File: src/rtl/vga_timing_if.sv
// Timing stream without pixel colour: counters plus sync/blank flags.
// Consumed by draw_bg and the downstream drawing chain.
//   hcount, vcount : current pixel/line position
//   hsync, vsync   : active-high sync pulses
//   hblnk, vblnk   : active-high blanking flags
// Modports: out/master drive the stream, slave consumes it.
interface itf_vga_no_rgb;
   logic [10:0] hcount;
   logic [10:0] vcount;
   logic        hsync;
   logic        hblnk;
   logic        vsync;
   logic        vblnk;

   modport out    (output hcount, vcount, hsync, hblnk, vsync, vblnk);
   modport master (output hcount, vcount, hsync, hblnk, vsync, vblnk);
   modport slave  (input  hcount, vcount, hsync, hblnk, vsync, vblnk);
endinterface

File: src/rtl/vga_timing.sv
// VGA timing generator: free-running pixel/line counters with registered
// sync and blanking flags, plus a one-cycle frame_start pulse at (0,0).
// Ports:
//   clk         : pixel clock
//   rst         : synchronous, active-high reset
//   out         : timing stream (hcount, vcount, hsync, hblnk, vsync, vblnk)
//   frame_start : one-cycle pulse when the counts wrap to (0,0)
module vga_timing #(
   parameter int unsigned H_ACTIVE = 800,
   parameter int unsigned H_FRONT  = 40,
   parameter int unsigned H_SYNC   = 128,
   parameter int unsigned H_BACK   = 88,
   parameter int unsigned V_ACTIVE = 600,
   parameter int unsigned V_FRONT  = 1,
   parameter int unsigned V_SYNC   = 4,
   parameter int unsigned V_BACK   = 23
) (
   input  logic              clk,
   input  logic              rst,
   itf_vga_no_rgb.out        out,
   output logic              frame_start
);

   localparam int unsigned CW      = 11;
   localparam int unsigned EW      = CW + 1;
   localparam int unsigned H_TOTAL = H_ACTIVE + H_FRONT + H_SYNC + H_BACK;
   localparam int unsigned V_TOTAL = V_ACTIVE + V_FRONT + V_SYNC + V_BACK;

   // Counters are 11 bits wide, so totals beyond 2048 cannot be represented.
   if (H_TOTAL > 2048 || V_TOTAL > 2048 || H_TOTAL == 0 || V_TOTAL == 0) begin : g_size_check
      $error("vga_timing: H_TOTAL and V_TOTAL must be within 1..2048");
   end

   localparam logic [CW-1:0] H_LAST = CW'(H_TOTAL - 1);
   localparam logic [CW-1:0] V_LAST = CW'(V_TOTAL - 1);

   // Flag thresholds held one bit wider so a boundary of exactly 2048 still compares.
   localparam logic [EW-1:0] H_BLNK_LO = EW'(H_ACTIVE);
   localparam logic [EW-1:0] H_SYNC_LO = EW'(H_ACTIVE + H_FRONT);
   localparam logic [EW-1:0] H_SYNC_HI = EW'(H_ACTIVE + H_FRONT + H_SYNC);
   localparam logic [EW-1:0] V_BLNK_LO = EW'(V_ACTIVE);
   localparam logic [EW-1:0] V_SYNC_LO = EW'(V_ACTIVE + V_FRONT);
   localparam logic [EW-1:0] V_SYNC_HI = EW'(V_ACTIVE + V_FRONT + V_SYNC);

   logic          h_wrap_c;
   logic          v_wrap_c;
   logic [CW-1:0] hcount_nxt_c;
   logic [CW-1:0] vcount_nxt_c;
   logic [EW-1:0] h_ext_c;
   logic [EW-1:0] v_ext_c;
   logic          hsync_nxt_c;
   logic          hblnk_nxt_c;
   logic          vsync_nxt_c;
   logic          vblnk_nxt_c;
   logic          frame_start_nxt_c;

   // Next-count values; flags derive from these so they register in step with the counts.
   always_comb begin
      h_wrap_c          = (out.hcount == H_LAST);
      v_wrap_c          = (out.vcount == V_LAST);
      hcount_nxt_c      = h_wrap_c ? '0 : out.hcount + CW'(1);
      vcount_nxt_c      = out.vcount;
      if (h_wrap_c) begin
         vcount_nxt_c = v_wrap_c ? '0 : out.vcount + CW'(1);
      end
      h_ext_c           = EW'(hcount_nxt_c);
      v_ext_c           = EW'(vcount_nxt_c);
      hblnk_nxt_c       = (h_ext_c >= H_BLNK_LO);
      hsync_nxt_c       = (h_ext_c >= H_SYNC_LO) && (h_ext_c < H_SYNC_HI);
      vblnk_nxt_c       = (v_ext_c >= V_BLNK_LO);
      vsync_nxt_c       = (v_ext_c >= V_SYNC_LO) && (v_ext_c < V_SYNC_HI);
      // Only a genuine double wrap marks a new frame; leaving reset never does.
      frame_start_nxt_c = h_wrap_c && v_wrap_c;
   end

   // Output registers; reset restarts timing from (0,0) with every flag cleared.
   always_ff @(posedge clk) begin
      if (rst) begin
         out.hcount  <= '0;
         out.vcount  <= '0;
         out.hsync   <= 1'b0;
         out.hblnk   <= 1'b0;
         out.vsync   <= 1'b0;
         out.vblnk   <= 1'b0;
         frame_start <= 1'b0;
      end else begin
         out.hcount  <= hcount_nxt_c;
         out.vcount  <= vcount_nxt_c;
         out.hsync   <= hsync_nxt_c;
         out.hblnk   <= hblnk_nxt_c;
         out.vsync   <= vsync_nxt_c;
         out.vblnk   <= vblnk_nxt_c;
         frame_start <= frame_start_nxt_c;
      end
   end

endmodule

File: src/flat_wrapper.sv
// flat-port wrapper written by rule: the top's interface ports become plain ports
module vga_timing_flat 
#(
   parameter int unsigned H_ACTIVE = 800,
   parameter int unsigned H_FRONT  = 40,
   parameter int unsigned H_SYNC   = 128,
   parameter int unsigned H_BACK   = 88,
   parameter int unsigned V_ACTIVE = 600,
   parameter int unsigned V_FRONT  = 1,
   parameter int unsigned V_SYNC   = 4,
   parameter int unsigned V_BACK   = 23
)
  (clk, rst, frame_start, out_hcount, out_vcount, out_hsync, out_hblnk, out_vsync, out_vblnk);
  itf_vga_no_rgb out_i ();
  input  logic clk;
  input  logic rst;
  output logic frame_start;
  output wire logic [$bits(out_i.hcount)-1:0] out_hcount;
  output wire logic [$bits(out_i.vcount)-1:0] out_vcount;
  output wire logic [$bits(out_i.hsync)-1:0] out_hsync;
  output wire logic [$bits(out_i.hblnk)-1:0] out_hblnk;
  output wire logic [$bits(out_i.vsync)-1:0] out_vsync;
  output wire logic [$bits(out_i.vblnk)-1:0] out_vblnk;
  assign out_hcount = out_i.hcount;
  assign out_vcount = out_i.vcount;
  assign out_hsync = out_i.hsync;
  assign out_hblnk = out_i.hblnk;
  assign out_vsync = out_i.vsync;
  assign out_vblnk = out_i.vblnk;
  vga_timing #(.H_ACTIVE(H_ACTIVE), .H_FRONT(H_FRONT), .H_SYNC(H_SYNC), .H_BACK(H_BACK), .V_ACTIVE(V_ACTIVE), .V_FRONT(V_FRONT), .V_SYNC(V_SYNC), .V_BACK(V_BACK)) u_core (.clk(clk), .rst(rst), .out(out_i), .frame_start(frame_start));
endmodule
File: config.mk
export PLATFORM = sky130hd
export DESIGN_NAME = vga_timing_flat
export DESIGN_NICKNAME = d
export VERILOG_FILES = /design/src/rtl/vga_timing_if.sv /design/src/rtl/vga_timing.sv /design/src/flat_wrapper.sv
export SDC_FILE = /design/constraint.sdc
export NUM_CORES = 1
export LEC_CHECK = 0
export ABC_AREA = 1
export BUFFER_PORTS_ARGS = -buffer_cell sky130_fd_sc_hd__buf_2
export CAP_MARGIN = 20
export CORE_AREA = 2 2 54 66
export CTS_CLUSTER_DIAMETER = 200
export DETAILED_ROUTE_END_ITERATION = 16
export DIE_AREA = 0 0 56 68
export GPL_TIMING_DRIVEN = 1
export PLACE_DENSITY_LB_ADDON = 0.3
export SYNTH_ARGS = -nofsm -noshare
export SYNTH_HDL_FRONTEND = slang
export SYNTH_SLANG_ARGS = --single-unit
File: constraint.sdc
create_clock -name clk -period 2.15 [get_ports clk]
set_input_delay 0.215 -clock clk [delete_from_list [all_inputs] [get_ports clk]]
set_output_delay 0.215 -clock clk [all_outputs]
set_load 0.1 [all_outputs]
Word level (Yosys, flattened, before mapping)
Cells that the tools add are included.

Output and inout bits: 27. Memory bits (writable): 0. ROM bits: 0. Memories: 0. Bits in latches: 0. Flip-flop bits (word level): 27. Word-level logic and storage cells: 23.

Divide/modulo/power cells: 0. Shift operators: 0. Bitwise logic cells: 0. Multiply operators: 0. Equal/unequal tests: 2. Muxes and demuxes: 3. $add $sub $neg: 2. Reduce and logical (&&, ||, !) cells: 3. Order comparisons: 6.

Operators by type and width (count): $ge A11 B10 Y1 const B (4); $mux W11 (3); $add A11 B1 Y11 const B (2); $lt A11 B10 Y1 const B (2); $eq A11 B10 Y1 const B (1); $eq A11 B11 Y1 const B (1); $logic_and A1 B1 Y1 (3).

Depth between registers and ports, before layout
Depth after elaboration: 5. Depth in mapped cells: 14.

Least setup slack after synthesis
Ideal clock, no wire load.

Path type: register to register. From: reg u_core.out.hcount[0]. To: reg u_core.out.vsync. Required time: 2.035 ns. Buffers on the path: 0. Data arrival time: 2.385 ns. Path slack: -0.349 ns. Cell stages (with the launch flop): 13. Setup time: 0.115 ns. Period minus slack after synthesis: 2.499 ns. Cell sequence: dfxtp_1 -> ha_1 -> nand2_2 -> nor2_4 -> nand2_2 -> nor2_4 -> nand2_1 -> nand2_1 -> o21ai_1 -> nand2_1 -> nand2_1 -> nor3_2 -> nor2_1.

Cells in the longest elaborated chain, start to end: 4. Elaborated cells on any way between the ends: 5. Classes of those cells: order compare: 2; eq/ne: 1; mux: 1; reduce/logical: 1.

RTL lines: from (decl) (RTL line vga_timing_if.sv:15) `modport out (output hcount, vcount, hsync, hblnk, vsync, vblnk);`; from (signal assigned) (RTL line vga_timing.sv:87) `out.hcount <= hcount_nxt_c;`; $eq A11 B11 Y1 * (RTL line vga_timing.sv:59) `h_wrap_c = (out.hcount == H_LAST);`; $mux W11 * (RTL line vga_timing.sv:63) `if (h_wrap_c) begin`; $ge A11 B10 Y1 or $lt A11 B10 Y1 (tied branches) (RTL line vga_timing.sv:71) `vsync_nxt_c = (v_ext_c >= V_SYNC_LO) && (v_ext_c < V_SYNC_HI);`; $logic_and A1 B1 Y1 * (RTL line vga_timing.sv:71); to (signal assigned) (RTL line vga_timing.sv:91) `out.vsync <= vsync_nxt_c;`; to (decl) (RTL line vga_timing_if.sv:15).

Every way passes the cells marked *; elsewhere a longest branch is shown, timed or not. A chain may end at the register's enable or synchronous reset.

Final worst setup path
Ends and elaborated chain as after synthesis.

==> impl_metrics.py <==
metrics = {
    "clocking": {
        "cts_setup_buffers": 0,
        "insertion_delay_ns": 0.27,
        "cts_made_buffers": 3,
        "cts_tree": "built",
        "cts.sinks": 27,
        "clk_pin_slew_ns": 0.09,
        "root_buffer": "clkbuf_8",
        "cts.path.max_buffers": 2,
        "htreeDepth": 1,
        "cts_resized": 0,
        "hold_buffers": 0,
    },
    "global_route": {
        "grt_max_degree": 23,
        "antenna_found_initial": 0,
        "grt.overflow.total": 0,
        "globalRouteMet3Util_pct": 3.78,
        "gr-usage-met2_pct": 40.9,
        "use_met1_pct": 26.0,
        "first_global_vias": 1638,
        "grt.total_usage_pct": 22.9,
        "grt_pass1_wl_mm": 6.89,
        "grt.busiest_layer": "met2",
    },
    "finish": {
        "nNetsFinal": 307,
        "drive_gt1_share_pct": 23.5,
        "nFillCells": 323,
        "area_growth_pct": 13.5,
        "diodes": 0,
    },
    "die": {
        "placementRows": 23,
        "die_area_mm2": 0.00381,
        "coreArea_mm2": 0.00322,
        "start_util_pct": 52.8,
        "fp.dieH_um": 68,
        "top_level_ports": 29,
        "die_x_um": 56,
    },
    "detailed_routing": {
        "wl_per_cell_um": 12.1,
        "avgViaCountPerCell": 5.35,
        "vias": 1815,
        "routed_wl_mm": 4.11,
        "drt_iter0_drc": 56,
        "ant_nets": 0,
        "route.detailed.drc": 0,
        "drt_first_pass_iters": 4,
    },
    "setup_path": {
        "critPathMaxStageDelay_ns": 0.37,
        "crit_path_end_kind": "flop",
        "startpoint_type": "flop",
        "cp_common_cell": "nand2_2",
        "r2r_setup_slack_ns": 0.26,
        "cp_top_family": "simple AND/OR/NAND/NOR gates",
        "path_class": "flop to flop",
        "crit_chain": "ha_1, nand2_2, nor2_4, nand2_2, nor2_4, nand3_2, nand2_2, nand2_1, a31oi_1, nand2_1, nor2_1",
        "arrival_ns": 2.11,
        "crit_slowest_cell": "dfxtp_2",
        "path_buf_inv": 0,
        "crit_fanout": 8,
        "required_ns": 2.37,
    },
    "yosys": {
        "syn_area_mm2": 0.00170,
        "yosysMostFrequentCell": "nand2_1",
        "yosys.area.top_type": "dfxtp_1",
        "synthTopCellsByArea": "dfxtp_1, nand2_1, nor2_1",
        "synth_warnings": 0,
        "avgSynthCellArea_um2": 6.23,
        "netlist_top_cells_count": "nand2_1, nor2_1, inv_1",
        "synth_edf_count": 0,
        "syn-instance-count": 273,
        "synthFlopType": "dfxtp_1",
        "synth_cell_type_count": 28,
        "async_reset_ff_share_pct": 0,
        "synth_fp_nets": 277,
        "ys_seq_area_share_pct": 31.8,
        "ys_ff_latch": 27,
        "synth_top_area_share_pct": 31.8,
    },
    "sta": {
        "fmax_mhz": 529,
        "worst_pin_slew_ns": 0.492,
        "setup_ws_ns": 0.259,
        "layout_min_cycle_time_ns": 1.89,
        "rsz0062_at_grt": "no",
        "period_share_pct": 88.0,
        "report.final.hold_viol_count": 0,
        "drv_slew": 0,
        "clock_skew_ns": 0.00405,
        "tns_ns": 0,
        "slew_headroom_pct": 67.4,
        "setup_viol": 0,
    },
    "worst_hold_path": {
        "hold_class": "input pin to flop",
    },
    "placement": {
        "gp_congestion": 0.913,
        "dp_hpwl_mm": 3.15,
        "dp_worst_setup_slack_ns": 0.326,
        "port_buffers": 28,
    },
    "status": {
        "status": "finished, final reports clean",
    },
    "power_and_ir_drop": {
        "vdd_ir_drop_max_v": 0.000321,
        "leakagePower_nw": 0.924,
        "p_per_area_mw_per_mm2": 442,
    },
    "job": {
        "cap_violations": 0,
    },
}
-- kinds of logic (layout without fill, tap and decap cells) --
kind of cell / after synthesis / after routing / synth area share, %
AND/OR/NAND/NOR: 181 / 181 / 49.9
buffers and inverters: 43 / 72 / 9.93
flip-flops: 27 / 27 / 31.8
adder cells (fa/ha/maj): 2 / 2 / 1.47
XOR/XNOR: 1 / 1 / 0.515
AO/OA/AOI/OAI: 19 / 19 / 6.47
-- area by class of cell --
| class | instances | area [µm²] | area share, % |
|---|---|---|---|
| multi-input cells | 203 | 992 | 51.4 |
| repair buffers | 28 | 140 | 7.26 |
| inverters | 40 | 150 | 7.78 |
| flip-flops and latches | 27 | 557 | 28.8 |
| clock buffers | 4 | 45.0 | 2.33 |
| well taps | 37 | 46.3 | 2.40 |
-- worst register-to-register path, cell delays in order (launching register included) --
cell and delay, ns:
dfxtp_2 0.37, ha_1 0.22, nand2_2 0.09, nor2_4 0.13, nand2_2 0.09, nor2_4 0.21
nand3_2 0.09, nand2_2 0.11, nand2_1 0.08, a31oi_1 0.28, nand2_1 0.08, nor2_1 0.10
-- cells in the final DEF, fill, tap and decap left out, types with 2 or more instances in the layout --
master	synthesis	routed
dfxtp_1	27	14
nand3_1	27	27
a21oi_1	6	6
nor2_2	6	6
nand2_1	68	68
o21ai_0	4	4
inv_1	38	38
nand2_2	7	7
inv_2	2	2
nand3_2	3	3
nor2_4	4	4
nor3_1	4	4
buf_2	0	28
o21ai_1	3	3
ha_1	2	2
nand4_1	9	9
nand4_2	2	2
dfxtp_2	0	13
clkbuf_8	0	3
nor2_1	49	49
-- stage by stage --
step | total power, W | area (µm²) | cells | hold slack (ns) | utilization (%)
floorplan | 0.000570 | 1720 | 273 | 0.284 | -
global placement | 0.000580 | 1890 | 335 | 0.433 | 58.5
detailed placement | 0.000581 | 1890 | 335 | 0.437 | 58.5
CTS | 0.000859 | 1930 | 339 | 0.357 | 59.9
global route | 0.000885 | 1930 | 339 | 0.380 | 59.9
finish | 0.000854 | 1930 | 339 | 0.358 | 59.9
-- metal layers --
| metal | vias to the layer above | share of wire (%) | wire length (µm) |
|---|---|---|---|
| met3 | 13 | 4.8 | 199 |
| met1 | 819 | 43 | 1750 |
| met2 | 60 | 49 | 2010 |
| met4 | 0 | 3.6 | 148 |
| li1 | 923 | - | - |
| met5 | - | 0 | 0 |
-- final timing paths --
path / startpoint / to / cells after the start
worst max-delay path: u_core.out.hcount[0]$_SDFF_PP0_ / u_core.out.vsync$_SDFF_PP0_ / 11
worst min-delay path: rst / u_core.frame_start$_SDFF_PP0_ / 2
worst max register to register: u_core.out.hcount[0]$_SDFF_PP0_ / u_core.out.vsync$_SDFF_PP0_ / 11
worst min register to register: u_core.out.hcount[0]$_SDFF_PP0_ / u_core.out.hcount[0]$_SDFF_PP0_ / 1
-- where the power goes --
group	leakage, nW	internal [W]	switching [W]
clock network	0.0228	0.000133	0.000152
logic	0.677	0.00000882	0.0000494
registers	0.224	0.000505	0.00000558
total	0.924	0.000647	0.000207
-- sequential cells by signal (all words and copies together) (netlist names) --
| name | cells |
|---|---|
| u_core.out.vblnk | 1 |
| u_core.out.hcount | 11 |
| u_core.frame_start | 1 |
| u_core.out.vsync | 1 |
| u_core.out.vcount | 11 |
| u_core.out.hblnk | 1 |
| u_core.out.hsync | 1 |
No activity file was read; power rests on OpenSTA's default activity.
